`src/rtl/toggle_load_seq_if.sv`:
```
// Command/status bundle between a requester and the toggle/load sequencer.
// The master drives commands; the slave (the sequencer) drives the state and status.
interface toggle_load_seq_if #(
  parameter int CNT_W = 8
);
  logic             start;
  logic             mode;
  logic             d;
  logic [CNT_W-1:0] n;
  logic             abort;
  logic             q;
  logic             busy;
  logic             done;
  logic [CNT_W-1:0] cnt;

  modport master (
    output start, mode, d, n, abort,
    input  q, busy, done, cnt
  );

  modport slave (
    input  start, mode, d, n, abort,
    output q, busy, done, cnt
  );
endinterface

```
`src/rtl/toggle_load_seq.sv`:
```
// Clocked load/toggle-burst sequencer for a single state bit q, with a
// start/busy/done handshake so no combinational loop is ever formed.

// Handshake invariants for the sequencer's status outputs.
module toggle_load_seq_chk (
  input logic clk,
  input logic rst,
  input logic busy,
  input logic done
);
  a_busy_done_exclusive: assert property (@(posedge clk) disable iff (rst) !(busy && done));
  a_done_single_pulse:   assert property (@(posedge clk) disable iff (rst) done |=> !done);
endmodule

module toggle_load_seq #(
  parameter int CNT_W = 8
) (
  input logic              clk,
  input logic              rst,
  toggle_load_seq_if.slave bus
);
  typedef enum logic [1:0] {
    ST_IDLE   = 2'd0,
    ST_LOAD   = 2'd1,
    ST_TOGGLE = 2'd2,
    ST_DONE   = 2'd3
  } state_t;

  localparam logic [CNT_W-1:0] CNT_ZERO = {CNT_W{1'b0}};
  localparam logic [CNT_W-1:0] CNT_ONE  = {{(CNT_W-1){1'b0}}, 1'b1};

  state_t           state_r;
  state_t           state_nxt_s;
  logic             q_r;
  logic             q_nxt_s;
  logic             d_r;
  logic             d_nxt_s;
  logic [CNT_W-1:0] cnt_r;
  logic [CNT_W-1:0] cnt_nxt_s;
  logic             busy_r;
  logic             busy_nxt_s;
  logic             done_r;
  logic             done_nxt_s;

  // State register; busy/done are registered from the next state so they are pure Moore flops.
  always_ff @(posedge clk) begin
    if (rst) begin
      state_r <= ST_IDLE;
      busy_r  <= 1'b0;
      done_r  <= 1'b0;
    end else begin
      state_r <= state_nxt_s;
      busy_r  <= busy_nxt_s;
      done_r  <= done_nxt_s;
    end
  end

  // Next-state selection; a count of 1 or less in TOGGLE is treated as the last toggle.
  always_comb begin
    state_nxt_s = state_r;
    case (state_r)
      ST_IDLE: begin
        if (bus.start) begin
          if (!bus.mode) begin
            state_nxt_s = ST_LOAD;
          end else if (bus.n != CNT_ZERO) begin
            state_nxt_s = ST_TOGGLE;
          end else begin
            state_nxt_s = ST_DONE;
          end
        end else begin
          state_nxt_s = ST_IDLE;
        end
      end
      ST_LOAD:   state_nxt_s = ST_DONE;
      ST_TOGGLE: begin
        if (bus.abort) begin
          state_nxt_s = ST_DONE;
        end else if (cnt_r <= CNT_ONE) begin
          state_nxt_s = ST_DONE;
        end else begin
          state_nxt_s = ST_TOGGLE;
        end
      end
      ST_DONE:   state_nxt_s = ST_IDLE;
      default:   state_nxt_s = ST_IDLE;
    endcase
  end

  // Status decode of the state being entered.
  always_comb begin
    busy_nxt_s = 1'b0;
    done_nxt_s = 1'b0;
    case (state_nxt_s)
      ST_LOAD:   busy_nxt_s = 1'b1;
      ST_TOGGLE: busy_nxt_s = 1'b1;
      ST_DONE:   done_nxt_s = 1'b1;
      ST_IDLE:   busy_nxt_s = 1'b0;
      default: begin
        busy_nxt_s = 1'b0;
        done_nxt_s = 1'b0;
      end
    endcase
  end

  // Datapath next values: load capture, q update and down-counter.
  always_comb begin
    q_nxt_s   = q_r;
    d_nxt_s   = d_r;
    cnt_nxt_s = cnt_r;
    case (state_r)
      ST_IDLE: begin
        if (bus.start && !bus.mode) begin
          d_nxt_s = bus.d;
        end else if (bus.start && (bus.n != CNT_ZERO)) begin
          cnt_nxt_s = bus.n;
        end else begin
          d_nxt_s = d_r;
        end
      end
      ST_LOAD: q_nxt_s = d_r;
      ST_TOGGLE: begin
        // Abort freezes both q and the remaining count for the requester to read.
        if (bus.abort) begin
          q_nxt_s = q_r;
        end else if (cnt_r <= CNT_ONE) begin
          q_nxt_s   = ~q_r;
          cnt_nxt_s = CNT_ZERO;
        end else begin
          q_nxt_s   = ~q_r;
          cnt_nxt_s = cnt_r - CNT_ONE;
        end
      end
      ST_DONE: q_nxt_s = q_r;
      default: q_nxt_s = q_r;
    endcase
  end

  // Datapath registers.
  always_ff @(posedge clk) begin
    if (rst) begin
      q_r   <= 1'b0;
      d_r   <= 1'b0;
      cnt_r <= CNT_ZERO;
    end else begin
      q_r   <= q_nxt_s;
      d_r   <= d_nxt_s;
      cnt_r <= cnt_nxt_s;
    end
  end

  assign bus.q    = q_r;
  assign bus.busy = busy_r;
  assign bus.done = done_r;
  assign bus.cnt  = cnt_r;

  toggle_load_seq_chk u_chk (
    .clk  (clk),
    .rst  (rst),
    .busy (busy_r),
    .done (done_r)
  );
endmodule

```
`src/flat_wrapper.sv`:
```
// flat-port wrapper written by rule: the top's interface ports become plain ports
module toggle_load_seq_flat 
#(
  parameter int CNT_W = 8
)
  (clk, rst, bus_start, bus_mode, bus_d, bus_n, bus_abort, bus_q, bus_busy, bus_done, bus_cnt);
  toggle_load_seq_if #(.CNT_W(CNT_W)) bus_i ();
  input logic clk;
  input logic rst;
  input wire logic [$bits(bus_i.start)-1:0] bus_start;
  input wire logic [$bits(bus_i.mode)-1:0] bus_mode;
  input wire logic [$bits(bus_i.d)-1:0] bus_d;
  input wire logic [$bits(bus_i.n)-1:0] bus_n;
  input wire logic [$bits(bus_i.abort)-1:0] bus_abort;
  output wire logic [$bits(bus_i.q)-1:0] bus_q;
  output wire logic [$bits(bus_i.busy)-1:0] bus_busy;
  output wire logic [$bits(bus_i.done)-1:0] bus_done;
  output wire logic [$bits(bus_i.cnt)-1:0] bus_cnt;
  assign bus_i.start = bus_start;
  assign bus_i.mode = bus_mode;
  assign bus_i.d = bus_d;
  assign bus_i.n = bus_n;
  assign bus_i.abort = bus_abort;
  assign bus_q = bus_i.q;
  assign bus_busy = bus_i.busy;
  assign bus_done = bus_i.done;
  assign bus_cnt = bus_i.cnt;
  toggle_load_seq #(.CNT_W(CNT_W)) u_core (.clk(clk), .rst(rst), .bus(bus_i));
endmodule
```
`config.mk`:
```
export PLATFORM = sky130hd
export DESIGN_NAME = toggle_load_seq_flat
export DESIGN_NICKNAME = d
export VERILOG_FILES = /design/src/rtl/toggle_load_seq_if.sv /design/src/rtl/toggle_load_seq.sv /design/src/flat_wrapper.sv
export SDC_FILE = /design/constraint.sdc
export NUM_CORES = 1
export LEC_CHECK = 0
export CELL_PAD_IN_SITES_DETAIL_PLACEMENT = 0
export CELL_PAD_IN_SITES_GLOBAL_PLACEMENT = 1
export CORE_MARGIN = 2
export CORE_UTILIZATION = 36
export CTS_CLUSTER_DIAMETER = 50
export DETAILED_ROUTE_END_ITERATION = 12
export GPL_TIMING_DRIVEN = 1
export PLACE_DENSITY_LB_ADDON = 0.05
export SLEW_MARGIN = 10
export SYNTH_ARGS = -nofsm -noshare
export SYNTH_HDL_FRONTEND = slang
export SYNTH_SLANG_ARGS = --single-unit
```
`constraint.sdc`:
```
create_clock -name clk -period 5.5 [get_ports clk]
set_clock_uncertainty 0.2 [all_clocks]
set_input_delay 0.825 -clock clk [delete_from_list [all_inputs] [get_ports clk]]
set_output_delay 0.825 -clock clk [all_outputs]
set_load 0.01 [all_outputs]
```
==> flow_metrics.py, run 1 <==
metrics = {
    "route": {
        "via_per_inst": 5.42,
        "drt_iter0_markers": 20,
        "drt_wl_total_mm": 2.29,
        "num_vias": 921,
        "ant_nets": 0,
        "drc": 0,
        "first_pass_iters": 4,
        "wl_per_cell_um": 13.5,
    },
    "global_routing": {
        "track_usage_pct": 17.5,
        "gr-total-overflow": 0,
        "grt_max_degree": 24,
        "grtUsageMet3_pct": 5.65,
        "use_met1_pct": 20.0,
        "grt_first_pass_wirelength_mm": 3.67,
        "antenna_found_initial": 0,
        "grt_util_met2_pct": 31.5,
        "grt-busiest-layer": "met2",
        "grt_pass1_vias": 851,
    },
    "clocking": {
        "postCtsSetupRepairBufs": 0,
        "cts.sinks": 14,
        "cts_resized": 0,
        "cts_buffers": 3,
        "root_buffer": "clkbuf_4",
        "cts_hold_buf": 0,
        "clock_path_buffers": 2,
        "clkTransAtPathRegs_ns": 0.09,
        "clk_latency_ns": 0.29,
        "cts_tree": "built",
        "ctsHtreeMaxLevel": 1,
    },
    "layout": {
        "area_growth_pct": 28.4,
        "layout_commonest_cell": "clkdlybuf4s50_1",
        "nNetsFinal": 162,
        "mostFrequentLayoutCells": "24 x clkdlybuf4s50_1, 14 x dfxtp_1, 13 x nor2_1, 10 x o21ai_0, 9 x a21oi_1",
        "antenna_cells": 0,
        "num-fill-cells": 271,
        "final_util_pct": 48.4,
        "drive_above_1_share_pct": 8.57,
    },
    "hold_path": {
        "min_path_cells": 2,
        "hp-start": "u_core.bus.q",
        "hold_class": "reg2reg",
        "worstHoldEndpoint": "u_core.bus.q",
    },
    "power": {
        "ir_drop_v": 0.000209,
        "total_power_w": 0.000309,
        "power_density_nw_per_um2": 257,
        "p_leak_nw": 0.445,
    },
    "logic_synthesis": {
        "synth_xor_area_share_pct": 0,
        "seq_area_frac_synth_pct": 30.0,
        "async_reset_ff_share_pct": 0,
        "yosysWarnings": 0,
        "synth_compound_area_share_pct": 29.5,
        "synth_fa_ha_area_share_pct": 8.03,
        "synthCells": 118,
        "synth_fp_nets": 138,
        "synth_edf_count": 0,
        "yosys.area_share.simple_pct": 26.0,
        "avgSynthCellArea_um2": 7.92,
        "synth_seq_cells": 14,
        "muxShareOfSynthArea_pct": 0,
        "synthFlopType": "dfxtp_1",
        "synth_cell_types": 37,
        "synth_area_um2": 935,
        "synth_top_family_by_area": "compound AO/OA/AOI/OAI gates",
    },
    "timing": {
        "holdWs_ns": 0.282,
        "period_needed_ns": 2.70,
        "maxSlewViolCount": 0,
        "relSlewSlack_pct": 50.9,
        "finalSetupTns_ns": 0,
        "max_freq_mhz": 371,
        "hold_violations": 0,
        "setup_violations": 0,
        "rsz0062_at_grt": "no",
        "finalCritPeriodShare_pct": 49.0,
        "tightest_slew_ns": 0.737,
        "finalWorstSetupSlack_ns": 2.80,
    },
    "floorplan": {
        "die_area_um2": 3020,
        "core_um2": 2480,
        "start_util_pct": 37.7,
        "die_y_um": 55.0,
        "row_count": 18,
        "num_io_pins": 25,
        "die_w_um": 55.0,
    },
    "placed_design": {
        "gp_congestion": 0.781,
        "dpl_worst_slack_ns": 2.50,
        "portBuffers": 24,
        "dp_hpwl_mm": 1.64,
    },
    "setup_path": {
        "crit_fanout": 2,
        "worst_r2r_path_depth": 8,
        "r2r_slack_ns": 3.18,
        "required_ns": 5.46,
        "worstReg2RegEnd": "u_core.bus.busy",
        "setup.worst_path.end_class": "flip-flop",
        "crit_path_start": "bus_n[1]",
        "crit_arrival_ns": 2.65,
        "r2r_start": "u_core.bus.cnt[0]",
        "crit_path_start_kind": "primary input",
        "setup.worst_path.class": "in2reg",
    },
    "job": {
        "cap_viol_max_count": 0,
    },
    "run_status": {
        "status": "completed",
    },
}
==> where the power goes <==
part / internal [W] / switching [W] / total [W]
clock network: 0.0000254 / 0.0000366 / 0.0000620
registers: 0.000112 / 0.0000104 / 0.000122
logic: 0.0000594 / 0.0000650 / 0.000124
==> cell usage after synthesis (3+ instances only) <==
cell       n  area, µm²
nand2b_1   3       18.8
inv_1      7       26.3
nor2_1    13       48.8
ha_1       6       75.1
o21ai_0   10       50.1
dfxtp_1   14        280
nor2b_1    6       37.5
clkbuf_1   4       15.0
nor3_1     3       15.0
nand2_1    7       26.3
a21oi_1    9       45.0
a21o_1     3       22.5
==> area by class of cell <==
type	count	area, µm²	area share (%)
clock buffer	3	22.5	1.88
timing repair buffer	24	240	20.0
multi-input combinational	92	593	49.4
inverter	7	26.3	2.19
tap	30	37.5	3.13
sequential	14	280	23.4
==> metrics by stage <==
step / instances / instance area (µm²)
6_report: 170 / 1200
5_1_grt: 170 / 1200
4_1_cts: 170 / 1200
3_5_place_dp: 167 / 1180
3_3_place_gp: 167 / 1180
2_1_floorplan: 118 / 935
==> worst max-delay path, stage by stage <==
cell and delay (ns):
clkdlybuf4s50_1 0.41, or4_1 0.58, o21ai_0 0.17, nand2_1 0.07, a22oi_1 0.22, ha_1 0.26, nor2b_1 0.12
==> worst max path at each step <==
stage,endpoint,cells past startpoint
after CTS,u_core.bus.busy,7
final,u_core.bus.busy,7
after global routing,u_core.bus.busy,7
after global placement,u_core.bus.busy,7
after floorplan,u_core.bus.busy,6
after detailed placement,u_core.bus.busy,7
==> cells by family (layout without fill, tap and decap cells) <==
family / Yosys count / after routing
buf+inv: 12 / 34
compound gates: 40 / 40
flops: 14 / 14
simple gates: 46 / 46
fa+ha+maj: 6 / 6
==> sequential cells by signal (all words and copies together), names as in the netlist <==
signal           flops
u_core.bus.busy      1
u_core.bus.cnt       8
u_core.d_r           1
u_core.state_r       2
u_core.bus.q         1
u_core.bus.done      1
==> layer usage <==
| layer | vias to the layer above | part of all wire (%) |
|---|---|---|
| li1 | 469 | - |
| met1 | 433 | 45 |
| met2 | 17 | 49 |
| met3 | 2 | 4.8 |
| met4 | 0 | 0.44 |
| met5 | - | 0 |
Note: power is estimated with default switching activity, not from simulation.
==> inputs of run 2 (changes only) <==
--- a/config.mk
+++ b/config.mk
@@ -8,7 +8,7 @@
 export CELL_PAD_IN_SITES_DETAIL_PLACEMENT = 0
 export CELL_PAD_IN_SITES_GLOBAL_PLACEMENT = 1
 export CORE_MARGIN = 2
-export CORE_UTILIZATION = 36
+export CORE_UTILIZATION = 31
 export CTS_CLUSTER_DIAMETER = 50
 export DETAILED_ROUTE_END_ITERATION = 12
 export GPL_TIMING_DRIVEN = 1
==> constraint.sdc (replaced) <==
create_clock -name clk -period 2.2 [get_ports clk]
set_clock_uncertainty 0.2 [all_clocks]
set_input_delay 0.33 -clock clk [delete_from_list [all_inputs] [get_ports clk]]
set_output_delay 0.33 -clock clk [all_outputs]
set_load 0.01 [all_outputs]
==> run 2 against run 1 <==
Against the previous run:
- the run now ends with design-rule violations left
- global-route usage down 2.1 points
- sequential share of layout area down 2.7 points
- critical endpoint unchanged
- combinational power rose to 3.0 times the previous value
- register-to-register slack worse by 3.0 ns
- final cell count up 12%
- core utilization about the same
- critical path depth unchanged
- non-clock buffer count up 18
- design area up 13%
- critical path type unchanged
- clock-buffer cell count up 1
==> flow_metrics.py, run 2 (synthesized netlist as in run 1, its figures left out) <==
metrics = {
    "run_status": {
        "status": "finished, violations left",
        "violations": "design-rule violations",
    },
    "setup_path": {
        "required_ns": 2.16,
        "setup.worst_path.class": "in2reg",
        "crit_fanout": 2,
        "setup.worst_path.end_class": "flip-flop",
        "crit_path_start_kind": "primary input",
        "crit_arrival_ns": 2.10,
    },
    "route": {
        "num_vias": 972,
        "drc": 2,
        "via_per_inst": 5.12,
        "drt_wl_total_mm": 2.50,
        "wl_per_cell_um": 13.1,
        "ant_nets": 0,
        "first_pass_iters": 8,
        "drt_iter0_markers": 19,
    },
    "global_routing": {
        "grt_first_pass_wirelength_mm": 4.04,
        "antenna_found_initial": 0,
        "grt_max_degree": 17,
        "grt_pass1_vias": 873,
        "track_usage_pct": 15.4,
        "gr-total-overflow": 0,
    },
    "clocking": {
        "clk_latency_ns": 0.28,
        "cts_tree": "built",
        "clock_path_buffers": 2,
        "cts_resized": 1,
        "root_buffer": "clkbuf_4",
        "postCtsSetupRepairBufs": 0,
        "cts_buffers": 3,
        "cts_hold_buf": 0,
        "ctsHtreeMaxLevel": 1,
        "cts.sinks": 14,
        "clkTransAtPathRegs_ns": 0.10,
    },
    "layout": {
        "drive_above_1_share_pct": 20.8,
        "largest_reg_flops": 8,
        "antenna_cells": 0,
        "layout_commonest_cell": "clkdlybuf4s50_1",
        "mostFrequentLayoutCells": "24 x clkdlybuf4s50_1, 18 x buf_4, 14 x dfxtp_1, 13 x nor2_1",
        "nNetsFinal": 180,
        "fin_area_um2": 1360,
        "area_growth_pct": 45.4,
        "num-fill-cells": 291,
    },
    "floorplan": {
        "die_area_um2": 3470,
        "start_util_pct": 33.3,
        "die_y_um": 58.9,
        "row_count": 19,
        "die_w_um": 58.9,
        "core_um2": 2810,
        "num_io_pins": 25,
    },
    "timing": {
        "period_needed_ns": 2.13,
        "setup_violations": 0,
        "finalCritPeriodShare_pct": 97.0,
        "maxSlewViolCount": 0,
        "relSlewSlack_pct": 67.1,
        "max_freq_mhz": 468,
        "tightest_slew_ns": 0.489,
        "finalSetupTns_ns": 0,
        "hold_violations": 0,
    },
    "hold_path": {
        "hold_class": "reg2reg",
    },
    "placed_design": {
        "dp_hpwl_mm": 1.91,
        "portBuffers": 24,
        "post_dp_cell_area_um2": 1310,
        "gp_congestion": 0.773,
    },
    "power": {
        "ir_drop_v": 0.000253,
        "power_density_nw_per_um2": 634,
        "p_leak_nw": 0.543,
    },
    "job": {
        "cap_viol_max_count": 0,
    },
}
## run 2: cell types whose count changed in the layout (fill, tap and decap cells not counted)
cell,before,now
clkbuf_8,0,1
buf_4,0,18
o21ai_1,2,3
or4_4,1,2
o21ai_0,10,9
or4_1,1,0
a22oi_2,0,1
a22oi_1,1,0
## run 2: final cells by class
class                      instances  area (µm²)  share of cell area, %
multi-input combinational         92         602                   44.3
timing repair buffer              42         375                   27.6
sequential                        14         280                   20.6
tap                               31        38.8                   2.85
clock buffer                       4        36.3                   2.67
inverter                           7        26.3                   1.93
## run 2: metal layers
metal | routed length, µm | share of wire, % | track usage [%]
met5 | 0 | 0 | 0
met4 | 18 | 0.72 | 5.84
met3 | 97 | 3.9 | 2.86
met2 | 1200 | 48 | 25.7
met1 | 1180 | 47 | 19.5
## run 2: path summary, 6_finish.rpt
check | from | to | slack (ns) | depth (start not counted)
max | bus_n[1] | u_core.bus.busy | 0.07 | 7
max reg2reg | u_core.bus.cnt[4] | u_core.bus.busy | 0.20 | 6
min | u_core.bus.q | u_core.bus.q | 0.28 | 2
min reg2reg | u_core.bus.q | u_core.bus.q | 0.28 | 2
## run 2: metrics by stage
step	setup slack [ns]	util [%]	power, W	hold slack [ns]	cells
global route	-0.00842	48.4	0.000930	0.309	190
CTS	0.0122	48.3	0.000869	0.284	190
finish	0.0654	48.4	0.000862	0.281	190
detailed placement	-0.322	46.8	0.000673	0.268	186
global placement	-0.286	46.8	0.000670	0.260	186
floorplan	0.122	-	0.000522	0.202	118
## run 2: where the power goes
group / switching (W) / internal [W] / leakage [nW]
registers: 0.0000180 / 0.000280 / 0.114
logic: 0.000184 / 0.000189 / 0.408
clock network: 0.0000903 / 0.000101 / 0.0210
total: 0.000292 / 0.000570 / 0.543
## run 2: critical path, stage by stage
cell and delay [ns]:
clkdlybuf4s50_1 0.42, or4_4 0.56, o21ai_1 0.13, nand2_1 0.08, a22oi_2 0.21, ha_1 0.25, nor2b_1 0.12
==> inputs of run 3 (changes only) <==
==> constraint.sdc (replaced) <==
create_clock -name clk -period 1.8 [get_ports clk]
set_clock_uncertainty 0.2 [all_clocks]
set_input_delay 0.27 -clock clk [delete_from_list [all_inputs] [get_ports clk]]
set_output_delay 0.27 -clock clk [all_outputs]
set_load 0.01 [all_outputs]
==> run 3 against run 2 <==
Against the previous run:
- the run ends with design-rule violations, negative setup slack left
- sequential power is 23% higher
- critical path depth stayed put
- first-iteration DRC count is 95% higher
- total power is 42% higher
- clock power is 27% higher
- largest cell class unchanged
- largest power group unchanged
- highest routed layer unchanged
==> flow_metrics.py, run 3 (synthesized netlist as in run 1, its figures left out) <==
metrics = {
    "run_status": {
        "status": "finished, violations left",
        "violations": "design-rule violations, negative setup slack",
    },
    "timing": {
        "period_needed_ns": 1.87,
        "relSlewSlack_pct": 78.8,
        "maxSlewViolCount": 0,
        "holdWs_ns": 0.289,
        "rsz0062_at_grt": "yes",
        "hold_violations": 0,
        "finalCritPeriodShare_pct": 104,
        "tightest_slew_ns": 0.316,
        "max_freq_mhz": 533,
        "finalSetupTns_ns": -0.174,
        "finalWorstSetupSlack_ns": -0.0746,
        "setup_violations": 5,
    },
    "placed_design": {
        "dp_hpwl_mm": 2.13,
        "post_dp_cell_area_um2": 1440,
        "gp_congestion": 0.782,
        "portBuffers": 24,
    },
    "setup_path": {
        "crit_fanout": 5,
        "setup.worst_path.class": "reg2reg",
        "crit_path_top_delay_cell": "or3_4",
        "setup.worst_path.end_class": "flip-flop",
        "cp_cell_sequence": "or3_4, buf_4, o31ai_4, buf_6, nor3b_2, o21bai_1, a21oi_1",
        "crit_path_max_incr_delay_ns": 0.39,
        "crit_path_start_kind": "flip-flop",
        "crit_arrival_ns": 1.85,
        "r2r_slack_ns": -0.07,
        "required_ns": 1.78,
    },
    "hold_path": {
        "hold_class": "reg2reg",
    },
    "power": {
        "ir_drop_v": 0.000400,
        "switching_power_w": 0.000432,
        "seq_power_share_pct": 30.0,
        "power_frac_comb_pct": 50.3,
        "power_density_nw_per_um2": 755,
        "p_leak_nw": 0.720,
        "netSwitchingFraction_pct": 35.2,
        "clockPowerShare_pct": 19.8,
        "intPower_w": 0.000795,
    },
    "floorplan": {
        "die_y_um": 58.9,
        "num_io_pins": 25,
        "die_w_um": 58.9,
        "start_util_pct": 33.3,
        "core_um2": 2810,
        "row_count": 19,
        "die_area_um2": 3470,
    },
    "layout": {
        "fin_area_um2": 1630,
        "mostFrequentLayoutCells": "27 x buf_4, 12 x nor2_1, 12 x clkdlybuf4s50_1, 8 x a21oi_1, 8 x dlygate4sd2_1",
        "multi_input_area_um2": 731,
        "antenna_cells": 0,
        "seqCellArea_um2": 292,
        "num-fill-cells": 263,
        "largest_reg_flops": 8,
        "layout_commonest_cell": "buf_4",
        "drive_above_1_share_pct": 42.0,
        "nNetsFinal": 195,
        "area_growth_pct": 73.9,
    },
    "route": {
        "wl_per_cell_um": 14.5,
        "via_per_inst": 5.35,
        "drt_iter0_markers": 37,
        "drc": 2,
        "first_pass_iters": 8,
        "ant_nets": 0,
        "num_vias": 1097,
        "drt_wl_total_mm": 2.97,
    },
    "global_routing": {
        "grt_first_pass_wirelength_mm": 4.95,
        "antenna_found_initial": 0,
        "grt_max_degree": 14,
        "grt_pass1_vias": 1107,
        "track_usage_pct": 18.7,
        "gr-total-overflow": 0,
    },
    "clocking": {
        "clkTransAtPathRegs_ns": 0.09,
        "cts_buffers": 3,
        "clock_path_buffers": 2,
        "root_buffer": "clkbuf_4",
        "ctsHtreeMaxLevel": 1,
        "cts_hold_buf": 0,
        "cts_tree": "built",
        "clk_latency_ns": 0.29,
        "cts.sinks": 14,
    },
    "job": {
        "cap_viol_max_count": 0,
    },
}
run 3: cell count changes in the layout (fill, tap and decap cells not counted), sizes merged:
| cell | delta |
|---|---|
| a21o | +1 |
| buf | +14 |
| clkdlybuf4s50 | -12 |
| dlygate4sd2 | +8 |
| dlymetal6s2s | +4 |
run 3: layout make-up:
cell class	instances	share of cell area [%]
tap	31	2.39
inverter	7	1.77
timing repair buffer	56	30.7
clock buffer	4	2.23
sequential	14	17.9
multi-input combinational	93	45.0
run 3: power groups by stage:
stage | combinational [W] | clock (W) | sequential (W)
floorplan | 0.000267 | 0 | 0.000389
global placement | 0.000526 | 0 | 0.000369
detailed placement | 0.000529 | 0 | 0.000370
CTS | 0.000566 | 0.000247 | 0.000364
global route | 0.000676 | 0.000266 | 0.000372
finish | 0.000617 | 0.000243 | 0.000368
run 3: through the flow:
stage          util, %  total power (W)  setup WS [ns]  instances
2_1_floorplan        -         0.000656        -0.0495        118
3_3_place_gp      51.2         0.000895         -0.539        199
3_5_place_dp      51.2         0.000899         -0.562        199
4_1_cts           54.7          0.00118        -0.0419        204
5_1_grt           57.9          0.00131         -0.144        205
6_report          57.9          0.00123        -0.0746        205
run 3: final timing paths:
check / startpoint / endpoint / cells past startpoint
worst min register to register: u_core.d_r / u_core.d_r / 2
worst min-delay path: u_core.d_r / u_core.d_r / 2
worst max register to register: u_core.bus.cnt[2] / u_core.bus.cnt[2] / 7
worst max-delay path: u_core.bus.cnt[2] / u_core.bus.cnt[2] / 7
run 3: repair_timing:
item                       CTS  global route
setup endpoints to repair   10            13
cloned                       1             0
buffers inserted             0             1
pin swaps                   11             8
resized for setup           24            22
run 3: routing by layer:
layer	GRT usage (%)	wire length [µm]	vias to the layer above
li1	-	-	536
met1	23.0	1310	533
met2	32.4	1500	24
met3	2.86	124	4
met4	7.79	44	0
met5	0	0	-
run 3: critical path: cells and delay by family (launching register included):
kind	cells	cell delay, ns
AO/OA/AOI/OAI	3	0.48
buffers and inverters	2	0.31
flip-flops	1	0.33
AND/OR/NAND/NOR	2	0.44
